==> config.mk <==
export PLATFORM = sky130hd
export DESIGN_NAME = conv_core_ctrl
export DESIGN_NICKNAME = d
export VERILOG_FILES = /design/src/rtl/conv_core_ctrl.sv
export SDC_FILE = /design/constraint.sdc
export NUM_CORES = 1
export LEC_CHECK = 0
export CORE_MARGIN = 5
export CORE_UTILIZATION = 45
export DETAILED_ROUTE_END_ITERATION = 6
export GPL_TIMING_DRIVEN = 0
export PLACE_DENSITY_LB_ADDON = 0.15
export RECOVER_POWER = 50
export SLEW_MARGIN = 20
export SYNTH_ARGS = -nofsm -noshare
export SYNTH_HDL_FRONTEND = slang
export SYNTH_SLANG_ARGS = --single-unit
==> constraint.sdc <==
create_clock -name clk -period 4.3 [get_ports clk]
set_input_delay 1.29 -clock clk [delete_from_list [all_inputs] [get_ports clk]]
set_output_delay 1.29 -clock clk [all_outputs]
set_load 0.02 [all_outputs]
==> src/rtl/conv_core_ctrl.sv <==
// conv_core_ctrl
// ---------------------------------------------------------------------------
// Sequencer for the parallel-row 3x3 convolution core. On an accepted frame
// start it strobes the kernel buffer load. It then walks the kernel column
// select through L/M/R for every input column. Once three columns are in, it
// drains the TOTAL_UNITS partial sums out of the T chain after every column.
//
// Optional feature macro: CONV_CTRL_STALL_CNT_EN
//   When defined, adds a 32-bit stall_cnt output. It counts MAC cycles
//   starved by s_valid=0 plus SHIFT cycles back-pressured by m_ready=0.
//
// Ports
//   clk, rstn      clock, asynchronous active-low reset
//   start          frame start pulse, sampled only in IDLE
//   cfg_cols       image width in columns, latched on accepted start
//   s_valid        input column word present on core x_in
//   s_ready        input column word consumed this cycle
//   m_ready        downstream accepts T_out this cycle
//   m_valid        T_out holds a result word
//   m_last         final result word of the frame
//   buff_en        kernel buffer capture strobe
//   kernel_sel     kernel column select (0 L, 1 M, 2 R)
//   A_sel          accumulator phase (mirrors kernel_sel in MAC)
//   MA_en          multiply-accumulate enable
//   dv_in          data valid to core
//   T_en           T-chain register enable
//   T_sel          0 = load partial sum, 1 = shift chain toward T_out
//   busy           high in any state but IDLE
//   done           one-cycle pulse at frame end
//   cfg_err        one-cycle pulse when start is rejected (cfg_cols < 3)
//   stall_cnt      stall cycle counter (only with CONV_CTRL_STALL_CNT_EN)
//   fsm_state      current sequencer state, for observation
//
// Handshake: a word moves on a cycle where both valid and ready are high.
// On the input side, s_valid is the producer's valid. s_ready marks the
// cycle in which the column word is consumed: the third MAC phase with
// s_valid high. On the output side, m_valid stays high without dropping
// until m_ready is seen. Every cycle with m_valid & m_ready is one
// delivered beat.
// ---------------------------------------------------------------------------
module conv_core_ctrl #(
    parameter int TOTAL_UNITS = 8,
    parameter int COL_W       = 10
) (
    input  logic             clk,
    input  logic             rstn,
    input  logic             start,
    input  logic [COL_W-1:0] cfg_cols,
    input  logic             s_valid,
    output logic             s_ready,
    input  logic             m_ready,
    output logic             m_valid,
    output logic             m_last,
    output logic             buff_en,
    output logic [1:0]       kernel_sel,
    output logic [1:0]       A_sel,
    output logic             MA_en,
    output logic             dv_in,
    output logic             T_en,
    output logic             T_sel,
    output logic             busy,
    output logic             done,
    output logic             cfg_err,
`ifdef CONV_CTRL_STALL_CNT_EN
    output logic [31:0]      stall_cnt,
`endif
    output logic [2:0]       fsm_state
);

    localparam int BW = (TOTAL_UNITS > 1) ? $clog2(TOTAL_UNITS) : 1;
    localparam logic [BW-1:0] BEAT_LAST = BW'(TOTAL_UNITS - 1);

    typedef enum logic [2:0] {
        S_IDLE   = 3'd0,
        S_LOAD_K = 3'd1,
        S_MAC    = 3'd2,
        S_SHIFT  = 3'd3,
        S_DONE   = 3'd4
    } state_t;

    state_t           state;
    logic [COL_W-1:0] cols_lat;
    logic [COL_W-1:0] col;       // number of completed input columns
    logic [1:0]       phase;
    logic [BW-1:0]    beat;
    logic             cfg_ok;
    logic             in_mac;
    logic             in_shift;
    logic             col_end;

    assign cfg_ok   = (cfg_cols >= COL_W'(3));
    assign in_mac   = (state == S_MAC);
    assign in_shift = (state == S_SHIFT);
    assign col_end  = in_mac && s_valid && (phase == 2'd2);

    always_ff @(posedge clk or negedge rstn) begin
        if (!rstn) begin
            state    <= S_IDLE;
            cols_lat <= '0;
            col      <= '0;
            phase    <= '0;
            beat     <= '0;
            cfg_err  <= 1'b0;
        end else begin
            cfg_err <= 1'b0;
            case (state)
                S_IDLE: begin
                    if (start) begin
                        if (cfg_ok) begin
                            cols_lat <= cfg_cols;
                            col      <= '0;
                            phase    <= '0;
                            beat     <= '0;
                            state    <= S_LOAD_K;
                        end else begin
                            cfg_err <= 1'b1;
                        end
                    end
                end
                S_LOAD_K: state <= S_MAC;
                S_MAC: begin
                    if (s_valid) begin
                        if (phase == 2'd2) begin
                            phase <= '0;
                            col   <= col + COL_W'(1);
                            // A 3-wide window is complete once the
                            // column with index 2 or later has been consumed.
                            if (col >= COL_W'(2)) state <= S_SHIFT;
                        end else begin
                            phase <= phase + 2'd1;
                        end
                    end
                end
                S_SHIFT: begin
                    if (m_ready) begin
                        if (beat == BEAT_LAST) begin
                            beat  <= '0;
                            state <= (col == cols_lat) ? S_DONE : S_MAC;
                        end else begin
                            beat <= beat + BW'(1);
                        end
                    end
                end
                S_DONE:  state <= S_IDLE;
                default: state <= S_IDLE;
            endcase
        end
    end

`ifdef CONV_CTRL_STALL_CNT_EN
    always_ff @(posedge clk or negedge rstn) begin
        if (!rstn) begin
            stall_cnt <= '0;
        end else if ((state == S_IDLE) && start && cfg_ok) begin
            stall_cnt <= '0;
        end else if ((in_mac && !s_valid) || (in_shift && !m_ready)) begin
            stall_cnt <= stall_cnt + 32'd1;
        end
    end
`endif

    // Core controls: everything is decoded from state/counters except the
    // s_valid / m_ready qualified enables.
    assign dv_in      = in_mac && s_valid;
    assign MA_en      = in_mac && s_valid;
    assign kernel_sel = in_mac ? phase : 2'd0;
    assign A_sel      = in_mac ? phase : 2'd0;
    assign s_ready    = col_end;
    assign T_en       = col_end || (in_shift && m_ready);
    assign T_sel      = in_shift;
    assign m_valid    = in_shift;
    assign m_last     = in_shift && (beat == BEAT_LAST) && (col == cols_lat);
    assign buff_en    = (state == S_LOAD_K);
    assign busy       = (state != S_IDLE);
    assign done       = (state == S_DONE);
    assign fsm_state  = state;

endmodule
* Yosys cells after proc, flatten, opt, wreduce, memory -nomap -nowiden
Cells that the tools add are included.
** Word-level totals
- Bits in registers :: 29
- Word-level logic and storage cells :: 68
** Operators by class
- Add/sub/neg operators :: 3
- $lt $le $gt $ge :: 2
- Equal/unequal tests :: 14
- Mux-type cells :: 28
- Reduce and logical (&&, ||, !) cells :: 15
** Operators by type and width (count)
- $mux 10 :: 4
- $mux 3 :: 12
- $ge 10x2->1 const B :: 2
- $pmux 10 s2 :: 1
- $pmux 3 s4 :: 1
- $add 10x1->10 const B :: 1
- $eq 10x10->1 :: 1
- $mux 2 :: 5
- $ne 2x2->1 const B :: 4
- $reduce_and 4->1 :: 2
- $reduce_and 7->1 :: 1
- $eq 3x2->1 const B :: 2
- $eq 3x3->1 const B :: 2
- $ne 2x1->1 const B :: 3
- $pmux 3 s2 :: 1
- $logic_and 1x1->1 :: 5
- $reduce_and 5->1 :: 1
- $pmux 2 s2 :: 1
- $reduce_bool 2->1 :: 2
- $add 3x1->3 const B :: 1
- $eq 3x1->1 const B :: 1
- $logic_not 3->1 :: 1
- $mux 1 :: 3
- $reduce_and 3->1 :: 1
- 4 further kinds :: 4

* Depth between registers and ports, before layout
- Word-level depth :: 5
- Gate-level depth with buffers :: 7

* Worst setup path after synthesis
OpenSTA, ideal clock, no wires.
- Path type :: input -> output
- Start :: input s_valid
- End :: output T_en
- Data arrival time :: 1851 ps
- Slack :: 1159 ps
- Stages on the path :: 4
- Path through :: and3b_1 -> buf_4 -> nand2_1 -> nand2_1
** On the way
- Longest elaborated chain between the ends :: 3
** RTL lines
- from (decl) :: RTL line 49 : input logic s_valid,
- $logic_and 1x1->1 (2 in series) :: RTL line 94 : assign col_end = in_mac && s_valid && (phase == 2'd2);
- $logic_or 1x1->1 :: RTL line 169 : assign T_en = col_end || (in_shift && m_ready);
- to (decl) :: RTL line 59 : output logic T_en,
No other way between the ends.

* Worst setup path after layout
- Start :: input s_valid
- End :: output dv_in
** On the way
- Longest elaborated chain between the ends :: 1
** RTL lines
- $logic_and 1x1->1 :: RTL line 164 : assign dv_in = in_mac && s_valid;
- to (decl) :: RTL line 58 : output logic dv_in,
No other way between the ends.

==> results.cfg <==
[yosys]
post-synth-top-count-cell = dfrtp_1
ys_ff_latch = 29
postSynthAreaPerCell_um2 = 10.0
netlist_instances = 167
async_flop_share_pct = 100
synth_ff_type = dfrtp_1
synth_fp_nets = 186
seq_area_frac_synth_pct = 43.4
synth.area.top_cells = dfrtp_1 43%, mux2_2 6.7%, xnor2_1 3.7%, buf_4 3.1%, nand2_1 3.1%
synthTopCellsByCount = 29 x dfrtp_1, 14 x nand2_1, 10 x mux2_2
synth_edf_count = 0
ys_warn_count = 0
synth.distinct_cells = 37
netlist.area_leader.share_pct = 43.4
syn_area_mm2 = 0.00167
synth_area_leader_cell = dfrtp_1

[critical_path]
worstReg2RegEnd = cols_lat[3]$_DFFE_PN0P_
cp_max_fo = 4
crit_top_cell = clkdlybuf4s50_1
crit_required_ns = 3.01
worst-r2r-cell-count = 7
worst_path_largest_cell_delay_ns = 0.58
cp-start-kind = input pin
critical_path.cell_chain = clkdlybuf4s50_1 > and2_1 > buf_4 > clkdlybuf4s50_1
r2r_start = fsm_state[0]$_DFFE_PN0P_
crit_buf_inv = 3
path_class = in2out
cp.depth = 4
cp-end-kind = output pin
r2r_slack_ns = 2.41
slowest_stage = clkdlybuf4s50_1
worstPathArrival_ns = 2.70
crit_family = buffers and inverters

[power]
p_clk_share_pct = 18.5
seq_power_share_pct = 36.3
p_leak_nw = 0.972
power_switching_uw = 442
ir_drop_mv = 0.248
intPower_uw = 746
comb_power_share_pct = 45.2
powerDensity_mw_per_mm2 = 556
switching_share_pct = 37.2
power_mw = 1.19

[cells_and_area]
area_growth_pct = 27.8
drive_above_1_share_pct = 15.0
num_antenna_cells = 0
nets = 225
final_cells = 254
fin_area_mm2 = 0.00214

[floorplan]
io_pins = 33
fp.dieW_um = 71.0
rows = 22
fp.dieArea_mm2 = 0.00503
core-area_mm2 = 0.00363
die_h_um = 71.0
start_util_pct = 46.0

[timing]
period_minus_slack_ns = 3.99
finalCritPeriodShare_pct = 92.7
final.setup.tns_ns = 0
finalClockSkew_ns = 0.00372
hold_violations = 0
finalSetupViolCount = 0
relSlewSlack_pct = -3.48
final_max_slew_viol_count = 30
tightest_slew_ns = 1.55
rsz0062_at_grt = no
timing.fmax_ghz = 0.251
whs_ns = 0.528

[cts]
insertion_delay_ns = 0.27
htreeDepth = 2
cts_buffer_depth = 2
cts_tree = yes
hold_buffers = 0
clock-root-buffer = clkbuf_8
cts_sinks = 29
cts_buffers = 5
clk_pin_slew_ns = 0.06

[place]
dp_cells = 247
gp_congestion = 0.805
hpwlAfterDp_mm = 2.87
dpl_cell_area_mm2 = 0.00205
portBuffers = 32

[grt]
grt_max_degree = 30
grt-ovfl-total = 0
antenna_found_initial = 0
grt_pass1_vias = 1466
grt_pass1_wl_mm = 6.48
grtUsageTotal_pct = 16.2

[route]
vias = 1388
wl_mm = 3.70
drc_errors = 0
post_drt_via_cell_ratio = 5.46
drt-initial-drc-count = 79
wl_per_cell_um = 14.6
first_pass_iters = 4
ant_nets = 0

[run_status]
violations = max-capacitance violations, max-slew violations
status = complete, but fails checks

[worst_hold_path]
min_to = cols_lat[5]$_DFFE_PN0P_
holdPathStages = 1
hold_path_startpoint = cols_lat[5]$_DFFE_PN0P_
hp-class = reg2reg

[job]
cap_viol_max_count = 1
[worst max path at each step]
stage               slack [ns]  startpoint    end
global route              0.24     s_valid  dv_in
detailed placement        0.08     s_valid   T_en
finish                    0.31     s_valid  dv_in
global placement          0.08     s_valid   T_en
floorplan                 1.16     s_valid   T_en
CTS                       0.06     s_valid   T_en
[sequential cells by signal (all words and copies together) (netlist names)]
name       count
cols_lat      10
beat           3
col           10
fsm_state      3
phase          2
cfg_err        1
[stage by stage]
step	util (%)	setup slack [ns]
after global routing	58.8	0.240
final	58.8	0.312
after CTS	58.7	0.0631
after floorplan	-	1.16
after detailed placement	56.3	0.0778
after global placement	56.5	0.0806
[repair_timing]
action                                  in CTS  in global routing
endpoints found under the setup margin       0                  2
setup buffers                                0                  0
gates resized for setup                      0                  2
[routing by layer]
layer	global-route usage, %	wire length [um]	vias up
met4	6.89	92	0
met5	0	0	-
li1	-	-	678
met2	27.2	1820	39
met3	4.97	189	9
met1	19.0	1590	662
[power groups by stage]
stage | Clock (mW) | Sequential [mW] | Combinational [mW]
CTS | 0.226 | 0.434 | 0.545
global placement | 0 | 0.435 | 0.528
finish | 0.220 | 0.432 | 0.537
detailed placement | 0 | 0.437 | 0.544
floorplan | 0 | 0.424 | 0.369
global route | 0.239 | 0.446 | 0.592
[layout make-up]
cell class | count | area (um2)
sequential | 29 | 726
buffer | 13 | 87.6
tap | 48 | 60.1
inverter | 5 | 18.8
multi-input combinational | 120 | 840
clock buffer | 7 | 86.3
timing repair buffer | 32 | 319
fill | 345 | 1500
[cells by family after synthesis]
group	share of synthesized area, %
compound gates	9.66
xor+xnor	6.81
fa+ha+maj	2.99
buf+inv	6.36
flops	43.4
mux	6.74
simple gates	24.0
[worst reg2reg max path: cells and delay by family (launching register included)]
family | cells | cell delay [ns]
and+or+nand+nor | 3 | 0.58
buffers and inverters | 3 | 0.48
DFF | 1 | 0.37
muxes | 1 | 0.34
[cells in the final DEF, fill, tap and decap left out, drive strengths merged, types with 6 or more instances in the layout]
cell type / instances
mux2: 10
clkbuf: 9
o21ai: 9
nand2: 14
xor2: 6
clkdlybuf4s50: 24
dfrtp: 29
a21oi: 7
or4: 6
xnor2: 7
buf: 12
nand3: 9
Note: power is estimated with default switching activity, not from simulation.
